<file path="src/rtl/sensor_freq_counter.sv">
// rtl/sensor_freq_counter.sv - gated rising-edge counter for a colour-sensor square wave
// Optional input deglitch filter: define FREQCNT_DEGLITCH_EN.
module sensor_freq_counter #(
  parameter int GATE_CYCLES   = 50000,
  parameter int SETTLE_CYCLES = 5000,
  parameter int COUNT_W       = 16
) (
  input  logic               clk,
  input  logic               rst,
  input  logic               sensorFreq,
  input  logic               start,
  output logic               busy,
  output logic [COUNT_W-1:0] freq,
  output logic               freq_valid,
  output logic               overflow
);

  localparam int MAX_CYCLES = (GATE_CYCLES > SETTLE_CYCLES) ? GATE_CYCLES : SETTLE_CYCLES;
  localparam int TIMER_W    = $clog2(MAX_CYCLES + 1);
  localparam logic [TIMER_W-1:0] GATE_LOAD   = TIMER_W'(GATE_CYCLES - 1);
  localparam logic [TIMER_W-1:0] SETTLE_LOAD =
    (SETTLE_CYCLES > 0) ? TIMER_W'(SETTLE_CYCLES - 1) : '0;
  localparam logic [COUNT_W-1:0] ACC_MAX = '1;

  typedef enum logic [1:0] {IDLE, SETTLE, GATE, DONE} state_t;

  state_t               state;
  state_t               state_next;
  logic                 sync1;
  logic                 sync2;
  logic                 hist;
  logic                 level;
  logic                 edge_det;
  logic [TIMER_W-1:0]   timer;
  logic [COUNT_W-1:0]   acc;
  logic [COUNT_W-1:0]   acc_upd;
  logic                 sat;
  logic                 sat_upd;
  logic                 count_en;

`ifdef FREQCNT_DEGLITCH_EN
  // hist doubles as the filtered level; it only follows two agreeing samples
  logic sync_d;
  assign level = (sync2 == sync_d) ? sync2 : hist;
`else
  assign level = sync2;
`endif

  assign edge_det   = level & ~hist;
  assign busy       = (state != IDLE);
  assign freq_valid = (state == DONE);

  always_ff @(posedge clk) begin
    if (rst) begin
      state <= IDLE;
    end else begin
      state <= state_next;
    end
  end

  always_comb begin
    state_next = state;
    case (state)
      IDLE:    if (start) state_next = (SETTLE_CYCLES > 0) ? SETTLE : GATE;
      SETTLE:  if (timer == '0) state_next = GATE;
      GATE:    if (timer == '0) state_next = DONE;
      DONE:    state_next = IDLE;
      default: state_next = IDLE;
    endcase
  end

  // Saturating accumulate; the final GATE cycle's edge is folded in when freq loads
  always_comb begin
    count_en = (state == GATE) && edge_det;
    acc_upd  = acc;
    sat_upd  = sat;
    if (count_en) begin
      if (acc == ACC_MAX) begin
        sat_upd = 1'b1;
      end else begin
        acc_upd = acc + 1'b1;
      end
    end
  end

  always_ff @(posedge clk) begin
    if (rst) begin
      sync1    <= 1'b0;
      sync2    <= 1'b0;
      hist     <= 1'b0;
      timer    <= '0;
      acc      <= '0;
      sat      <= 1'b0;
      freq     <= '0;
      overflow <= 1'b0;
`ifdef FREQCNT_DEGLITCH_EN
      sync_d   <= 1'b0;
`endif
    end else begin
      sync1 <= sensorFreq;
      sync2 <= sync1;
      hist  <= level;
`ifdef FREQCNT_DEGLITCH_EN
      sync_d <= sync2;
`endif
      if (state == IDLE && state_next == SETTLE) begin
        timer <= SETTLE_LOAD;
      end else if (state != GATE && state_next == GATE) begin
        timer <= GATE_LOAD;
      end else if (timer != '0) begin
        timer <= timer - 1'b1;
      end

      if (state != GATE && state_next == GATE) begin
        acc <= '0;
        sat <= 1'b0;
      end else begin
        acc <= acc_upd;
        sat <= sat_upd;
      end

      if (state == GATE && state_next == DONE) begin
        freq     <= acc_upd;
        overflow <= sat_upd;
      end
    end
  end

endmodule

</file>
<file path="config.mk">
export PLATFORM = sky130hd
export DESIGN_NAME = sensor_freq_counter
export DESIGN_NICKNAME = d
export VERILOG_FILES = /design/src/rtl/sensor_freq_counter.sv
export SDC_FILE = /design/constraint.sdc
export NUM_CORES = 1
export LEC_CHECK = 0
export CORE_MARGIN = 3
export CORE_UTILIZATION = 44
export DETAILED_ROUTE_END_ITERATION = 10
export HOLD_SLACK_MARGIN = 0.15
export SLEW_MARGIN = 20
export SYNTH_ARGS = -nofsm -noshare
export SYNTH_HDL_FRONTEND = slang
export SYNTH_SLANG_ARGS = --single-unit
</file>
<file path="constraint.sdc">
create_clock -name clk -period 3.62 [get_ports clk]
set_input_delay 0.362 -clock clk [delete_from_list [all_inputs] [get_ports clk]]
set_output_delay 0.362 -clock clk [all_outputs]
set_load 0.01 [all_outputs]
</file>
# Word level (Yosys, flattened, before mapping)
# Index checks and enable logic that the tools add are counted.
# op_classes
add_sub_neg	2
multipliers	0
div_mod_pow	0
magnitude_cmp	0
eq_ne	8
n_shift	0
mux	11
n_bitwise	2
reduce_logical	13
# op_table
cell	n
$mux 16	4
$add 16x1->16 const B	1
$eq 16x16->1 const B	1
$logic_not 16->1	1
$reduce_bool 16->1	1
$sub 16x1->16 const B	1
$mux 13	1
$eq 2x2->1 const B	4
$pmux 2 s4	1
$mux 2	3
$eq 2x1->1 const B	2
$logic_and 1x1->1	4
$reduce_bool 2->1	2
$reduce_or 2->1	2
$reduce_bool 3->1	1
$reduce_or 3->1	1
$logic_not 2->1	1
$mux 1	2
$ne 2x2->1 const B	1
$and 1x1->1	1
$not 1->1	1
# word_totals
register_bits	55
latch_bits	0
ram_bits	0
mem_bits_ro	0
out_inout_bits	19
word_cells	47
n_memories	0

# Depth between registers and ports, before layout
# Gate-level depths: netlist of the first run.
# depth
ltp_word	7
depth_mapped	9
depth_no_buf	7

# Least setup slack after synthesis of the first run
# OpenSTA, ideal clock, no wires.
# synth_path
path_kind	flip-flop to flip-flop
startpoint	reg timer[9]
endpoint	reg acc[8]
setup_time_ns	0.122
t_arrival_ns	1.837
t_required_ns	3.498
setup_slack_ns	1.661
stages_incl_launch_ff	8
n_path_buf	2
synth_period_minus_slack_ns	1.959
cell_sequence	dfxtp_1 -> or3_4 -> nor4_4 -> and3_4 -> or2_1 -> buf_6 -> buf_6 -> nor2_1
# synth_via
elab_chain_cells	6
# synth_rtl
element	line_no	source
start, declared	34	logic [TIMER_W-1:0] timer;
start signal, assigned	111	timer <= timer - 1'b1;
$logic_not 16->1 (*)	65, 66	
$mux 2, on equally long branches	66, 65	
$pmux 2 s4 (*)	63	case (state)
$eq 2x2->1 (*)	114	if (state != GATE && state_next == GATE) begin
$logic_and 1x1->1 (*)	114	
$reduce_or 2->1 (no line) (*)	-	
end signal, assigned	118	acc <= acc_upd;
end, declared	35	logic [COUNT_W-1:0] acc;
# Every way passes the cells marked *; elsewhere a longest branch is shown, timed or not.
# A chain may end at the register's enable or synchronous reset.

# Worst setup path after layout of the first run
# layout_path
startpoint	reg timer[9]
endpoint	reg acc[11]
# The elaborated chain is that of the path after synthesis.

==> out/summary.md, run 1 <==
The flow ran to the end, and the final reports show no timing, DRC or antenna violations. The worst-case clock skew was 0.00609 ns. The critical path goes through or3_4, nor4_4, and3_4, or2_1, nor2_1. The number of antenna violations at the first check in global routing was 0; the synthesized netlist cell count was 277. For this run, the number of Yosys warnings is 0. Across the whole layout, storage elements account for 0.00110 mm^2. Once layout is done, the placed cells without fillers occupy 0.00281 mm^2. The via count of the first global-routing pass was 1940; the area share of fa/ha/maj cells after synthesis was 1.03%.

The cell leakage power is 0.000896 uW, and the global-route total usage across every layer is 18.0%. The clock sink total is 55, and the height of the die is 80.4 um. After floorplanning, the core was divided into 26 placement rows. After synthesis, the largest family of logic cells by area is simple AND/OR/NAND/NOR gates. Buffers inserted during clock tree synthesis total 5.

For this run the aggregate overflow at the end of global routing stands at 0. TritonCTS built the clock tree. In this run the number of H-tree levels came out at 2. The first routing iteration left 79 violations.

The first global-routing pass estimated 9100 um of wire. The wire-length estimate of the detail-placed layout is 3740 um. The critical path in this run is classified as flop to flop. After synthesis, the mean cell area works out to 8.80 um^2. In the final layout, the share of cells above drive strength 1 is 7.26%. The clock edge transition at the registers on the reported setup and hold paths works out to 0.09 ns.

Setup violations remaining at the end of the flow were counted as 0. The worst hold slack is 0.449 ns. The number of nets produced by synthesis is 283.

The count of unresolved DRC violations after routing was 0. The pin slew with the least headroom to its limit is 0.866 ns, and the maximum fanout encountered on the critical timing path is 17. Among all flip-flop cells after synthesis, the most frequent one is sky130_fd_sc_hd__dfxtp_1. The tools report the net total in the final layout as 308. Setup repair after global routing left no endpoint under its margin. The routability congestion estimate is 0.799. Final number of max-transition violations: 0. Summing all multi-input logic gate instances after layout gives 0.00127 mm^2. For this design, the slowest cell found on the critical path is sky130_fd_sc_hd__nor4_4.

Entering global routing, the biggest net connects 33 pins. Ratio of final minimum period to clock period: 67.3%. After routing, the total negative slack on setup checks comes to 0 ns.

Sequential elements use 45.2% of the synthesized area. Across all layers, the routed design uses 2013 vias. Across the VDD grid, the largest voltage drop is 0.000237 V. The clock period could shrink to 2.44 ns. The area of the core is 0.00524 mm^2, and the average vias per placed instance is 5.40. The die covers 0.00647 mm^2.

Leaving out fill and tap cells, the most frequent cell in the layout is sky130_fd_sc_hd__dfxtp_1. The worst setup path is captured at a flop. In the layout the commonest cells are sky130_fd_sc_hd__dfxtp_1, sky130_fd_sc_hd__nor2_1, sky130_fd_sc_hd__a211oi_1, sky130_fd_sc_hd__clkdlybuf4s50_1. The number of maximum-capacitance violations came out at 0. The worst-skew pair later-pin latency is 0.31 ns. Summing the areas of all compound-gate instances in the mapped netlist gives 14.0% of the synthesized area. The finished layout holds 373 standard cells, fillers aside. Kind of start point of the critical path: a flop. The fraction of synthesized area in multiplexers came out at 0.873%. The tree is rooted in a sky130_fd_sc_hd__clkbuf_8. Dividing total power by cell area gives a power density of 442 mW/mm^2. Summing the areas of all xor and xnor instances in the mapped netlist gives 6.47% of the synthesized area.

Once placement finished, the instance area stood at 0.00273 mm^2. The min-delay analysis places its worst path in the category flop to flop. Die width: 80.4 um. Initial core utilization: 46.5%. The tools report the post-CTS resize count as 0. The synthesis-to-finish area growth is 15.1%. Headroom to the max-slew limit came out at 41.7%. The total wire length after detailed routing was 5210 um; the fraction of registers with async set/reset was 0%. The post-CTS setup repair buffer count is 0, and the filler cell count is 533. STA puts the critical path data arrival time at 2.61 ns. Stage delay of the slowest cell on the critical path: 0.55 ns.

The number of port buffers is 22, and the simple-gate area share of the yosys netlist is 30.0%. Pin placement for this block handled 23 I/O pins. Summing every instance area after synthesis gives 0.00244 mm^2.

The peak clock frequency supported by timing is 0.411 GHz, and the register bit count reported by yosys is 55. The tools report the endpoint required time on the critical path as 3.80 ns. The total placed cells including tap cells came out at 365. In this run, synthesis inferred 0 flip-flops with an integrated enable.

In the final routed layout, each cell accounts on average for 14.0 um. In this run, post-CTS hold repair placed 0 buffers. The number of different library cells used by synthesis comes to 41.

The post-route antenna net violation count is 0, and the antenna diode count is 0. Counting along the longest clock path gives a buffer depth of 2. For this run, the detailed router's first-pass iteration total came to 4.

The tools report the final hold violation count as 0.
[cell usage after synthesis (all sizes together) (2+ instances only)]
master	number	area share, %
nand3	5	1.0
o21ai	3	0.62
or2	4	1.0
ha	2	1.0
nor4	8	3.2
buf	3	1.1
or3	7	2.2
xor2	2	0.72
nor3	18	4.1
dfxtp	55	45
nor2	49	7.5
clkbuf	4	0.62
o211ai	2	0.62
a31oi	2	0.51
nand2	17	2.6
a21oi	17	3.5
and3	3	0.98
o31ai	4	1.2
a2111oi	2	0.72
a211oi	22	6.8
nand2b	3	0.77
inv	5	0.77
xnor2	16	5.7
nor2b	6	1.5
nand4	9	2.3
or4	2	0.77
[cell families after synthesis]
group | Yosys count
adders and majority gates | 2
xor gates and xnor gates | 18
muxes | 2
AOI/OAI and AO/OA | 52
and+or+nand+nor | 136
buffers and inverters | 12
DFF | 55
[state kept, by name (all words and copies together), names as in the netlist]
signal,flops
hist,1
sat,1
sync1,1
overflow,1
acc,16
freq,16
level,1
state,2
timer,16
[final timing paths]
check                                            from                 end  slack [ns]  cells past startpoint
worst max-delay path            timer[9]$_SDFFE_PP0P_  acc[11]$_SDFF_PP0_        1.18                      5
worst min-delay path                 sync1$_SDFF_PP0_    level$_SDFF_PP0_        0.45                      1
worst max register to register  timer[9]$_SDFFE_PP0P_  acc[11]$_SDFF_PP0_        1.18                      5
worst min register to register       sync1$_SDFF_PP0_    level$_SDFF_PP0_        0.45                      1
[metrics by stage]
stage,worst slack (ns),utilization (%),total power (uW)
finish,1.18,53.6,1240
floorplan,1.66,-,864
global route,1.00,53.6,1310
detailed placement,1.21,52.0,919
CTS,1.19,53.6,1250
global placement,1.22,52.0,919
[final cells by class]
class	count	share of cell area (%)
multi-input combinational	210	45.4
sequential	55	39.2
timing repair buffer	25	8.65
tap	70	3.12
clock buffer	7	2.72
inverter	5	0.669
clock inverter	1	0.178
[worst max-delay path: cells and delay by family (launching register included)]
kind	cells	cell delay, ns
flops	1	0.36
simple gates	5	1.93
[routing by layer]
| metal | share of wire, % | wire (um) | global-route usage [%] |
|---|---|---|---|
| met1 | 48 | 2490 | 22.2 |
| met2 | 49 | 2530 | 30.4 |
| met3 | 2.4 | 125 | 4.15 |
| met4 | 1.2 | 61 | 6.42 |
| met5 | 0 | 0 | 0 |
[where the power goes]
part	internal, uW	switching (uW)
clock network	136	198
registers	634	36.1
logic	104	131
total	875	365
Power figures use the tool's default switching activity.
==> inputs of run 2 (changes only) <==
Settings changed: PLACE_DENSITY from default to 0.66.
Clock period 3.62 ns to 2 ns, I/O delays scaled along.
==> run 2 against run 1 <==
  * Combinational power is 120% higher
  * Register-to-register slack worse by 1.1 ns
  * Critical path type unchanged
  * Final area is 7.5% higher
  * Core utilization is 4.0 points higher
  * Wire length is 7.0% higher
  * Critical path depth is 1 lower
  * Count of clock-buffer cells in the layout is 2 lower
  * Hold slack hardly changed
==> out/summary.md, run 2 (synthesized netlist as in run 1, its figures left out) <==
The final critical delay including setup and external delays is 1.88 ns (was 2.44 ns), and the count of unresolved DRC violations after routing is 0 (unchanged). TritonCTS built the clock tree. The tools report the final number of max-transition violations as 0 (unchanged). The final instance count without filler cells is 390 (was 373), and the cell-internal power is 1630 uW (was 875 uW). Number of port buffers: 22 (unchanged). The tools report the number of buffers created by CTS as 5 (unchanged). The top-level port count came out at 23 (unchanged).

Power density over the cells: 772 mW/mm^2 (was 442 mW/mm^2). The logs give 325 (was 308) for the net total in the final layout and 695 uW (was 365 uW) for the net switching power. The post-route antenna net violation count is 0 (unchanged). The antenna diode count came out at 0 (unchanged). Type of destination of the critical path: a flop (unchanged). Worst supply voltage drop on vdd: 0.000389 V (was 0.000237 V).

The buffer cell driving the clock tree root is sky130_fd_sc_hd__clkbuf_8 (unchanged). The number of maximum-capacitance violations was 0 (unchanged). The tools report the start of the worst register-to-register path as timer[15]$_SDFFE_PP0P_ (was timer[9]$_SDFFE_PP0P_).

The number of endpoints failing setup at the final stage came out at 0 (unchanged). The height of the die came out at 80.4 um (unchanged). Routability congestion estimate: 0.912 (was 0.799). The ratio of final minimum period to clock period was 93.8% (was 67.3%). The average vias per placed instance was 5.37 (was 5.40). Kind of start point of the critical path: a flop (unchanged). For the area of the core, the log shows 0.00524 mm^2 (unchanged). The synthesis-to-finish area growth was 23.8% (was 15.1%). The logs give 382 (was 365) for the total placed cells including tap cells and 0.12 ns (was 1.18 ns) for the worst setup slack for register-to-register paths.

The clock edge transition at the registers on the reported setup and hold paths works out to 0.10 ns (was 0.09 ns). The worst setup path category is flop to flop (unchanged). Half-perimeter wire length after detailed placement: 4110 um (was 3740 um). The tools report the pin count of the biggest net entering global routing as 22 (was 33). The final hold violation count was 0 (unchanged); the die width was 80.4 um (unchanged). The share of total power in the clock network was 26.2% (was 27.0%).

The total wire length after detailed routing is 5580 um (was 5210 um). The worst min-delay path startpoint is sensorFreq (was sync1$_SDFF_PP0_). Top library cells by usage in the layout, fill and taps aside: sky130_fd_sc_hd__dfxtp_1, sky130_fd_sc_hd__nor2_1, sky130_fd_sc_hd__clkdlybuf4s50_1, sky130_fd_sc_hd__a211oi_1 (was sky130_fd_sc_hd__dfxtp_1, sky130_fd_sc_hd__nor2_1, sky130_fd_sc_hd__a211oi_1, sky130_fd_sc_hd__clkdlybuf4s50_1). Largest registers in the final layout: acc x16, freq x16, timer x16 (unchanged). The headroom to the max-slew limit came out at 66.8% (was 41.7%). Global-route total usage across every layer: 18.5% (was 18.0%). The end of the worst hold path was sync1$_SDFF_PP0_ (was level$_SDFF_PP0_).

The run gives 55 (unchanged) as the clock sink total. The number of cells traversed by the worst hold path is 2 (was 1). Sequential fraction of design power: 51.8% (was 54.1%). The post-CTS resize count is 0 (unchanged).

The logs give 2096 (was 2013) for the via count and 2 (unchanged) for the maximum level of the CTS H-tree. The worst-skew pair later-pin latency is 0.31 ns (about the same), and the sum of negative setup slack is 0 ns (unchanged). The share of layout cells above drive strength 1 is 15.9% (was 7.26%), and the cell leakage power is 0.000998 uW (was 0.000896 uW). The logs give 9360 um (was 9100 um) for the wire length of the first global-routing pass and 0 (unchanged) for the post-CTS setup repair buffer count.

The run finished with clean final reports. The number of rows in the core area came out at 26 (unchanged). The number of cell instances on the worst register-to-register path is 4 (was 5), and the switching power share of the total is 29.8% (was 29.4%). The initial core utilization was 46.5% (unchanged). The capture instance of the worst register-to-register path was freq[2]$_SDFFE_PP0P_ (was acc[11]$_SDFF_PP0_). The pin slew with the least headroom to its limit works out to 0.485 ns (was 0.866 ns).

The logs give 0 (unchanged) for the cts-stage hold buffer count and 0.533 GHz (was 0.411 GHz) for the peak clock frequency supported by timing. The logs give 0 (unchanged) for the aggregate global routing overflow and 2 (unchanged) for the worst-case clock buffer depth. The detailed router's first-iteration violation count came out at 86 (was 79). The via count of the first global-routing pass came out at 1978 (was 1940).

The worst-case clock skew is 0.00506 ns (was 0.00609 ns), and the area of the die is 0.00647 mm^2 (unchanged). The maximum fanout encountered on the critical timing path works out to 5 (was 17). Commonest non-fill, non-tap cell in the layout: sky130_fd_sc_hd__dfxtp_1 (unchanged). The number of antenna violations at the first check in global routing is 0 (unchanged), and the final routed wire length divided by cell count is 14.3 um (was 14.0 um). Combinational share of power: 22.0% (was 18.9%). The endpoint required time on the critical path came out at 2.25 ns (was 3.80 ns).

The tools report the number of iterations in the first detailed-routing pass as 4 (unchanged). Class of the tightest hold or removal check: input pin to flop (was flop to flop). The run gives 2.13 ns (was 2.61 ns) as the critical path arrival.
run 2: cell count changes in the layout (fill, tap and decap cells not counted), sizes merged:
cell / before / now
buf: 3 / 20
clkinvlp: 0 / 2
clkbuf: 7 / 5
run 2: worst max-delay path by stage:
stage                           start                     to  slack (ns)  cells past startpoint
3_5_place_dp    timer[1]$_SDFFE_PP0P_  timer[0]$_SDFFE_PP0P_         0.1                      8
5_1_grt         timer[1]$_SDFFE_PP0P_   freq[9]$_SDFFE_PP0P_       -0.01                      9
2_1_floorplan   timer[9]$_SDFFE_PP0P_      acc[8]$_SDFF_PP0_        0.04                      7
6_report       timer[15]$_SDFFE_PP0P_   freq[2]$_SDFFE_PP0P_        0.12                      4
4_1_cts         timer[1]$_SDFFE_PP0P_   freq[4]$_SDFFE_PP0P_        0.05                      9
3_3_place_gp        acc[0]$_SDFF_PP0_  freq[14]$_SDFFE_PP0P_        0.14                      6
run 2: per-layer routing:
| metal | wire (um) | vias to the layer above | global-route usage [%] |
|---|---|---|---|
| met5 | 0 | - | 0 |
| met3 | 257 | 9 | 5.49 |
| li1 | - | 1084 | - |
| met4 | 98 | 0 | 5.91 |
| met2 | 2440 | 37 | 26.6 |
| met1 | 2780 | 966 | 26.2 |
run 2: layout make-up:
| type | count | area [um^2] |
|---|---|---|
| Fill cell | 474 | 2220 |
| Clock buffer | 5 | 68.8 |
| Multi-Input combinational cell | 210 | 1330 |
| Inverter | 5 | 18.8 |
| Timing Repair Buffer | 42 | 390 |
| Sequential cell | 55 | 1100 |
| Clock inverter | 3 | 20.0 |
| Tap cell | 70 | 87.6 |
run 2: power groups by stage:
stage	Sequential [uW]	Combinational, uW	Clock [uW]
global placement	1230	488	0
global route	1220	559	674
detailed placement	1230	492	0
CTS	1200	495	635
floorplan	1220	341	0
finish	1210	511	611
run 2: per-stage QoR:
step / util, % / area (um^2) / hold slack, ns / power [uW] / setup slack, ns
2_1_floorplan: - / 2440 / 0.328 / 1560 / 0.0408
3_3_place_gp: 54.7 / 2870 / 0.428 / 1720 / 0.136
3_5_place_dp: 54.7 / 2870 / 0.428 / 1720 / 0.0962
4_1_cts: 56.4 / 2950 / 0.445 / 2330 / 0.0512
5_1_grt: 57.6 / 3020 / 0.453 / 2450 / -0.0131
6_report: 57.6 / 3020 / 0.448 / 2330 / 0.123
run 2: critical path, cell delays in order (launching register included):
cell                      delay [ns]
sky130_fd_sc_hd__dfxtp_1        0.36
sky130_fd_sc_hd__or4_4          0.58
sky130_fd_sc_hd__or3_4          0.38
sky130_fd_sc_hd__or3_1          0.37
sky130_fd_sc_hd__a21oi_1        0.11
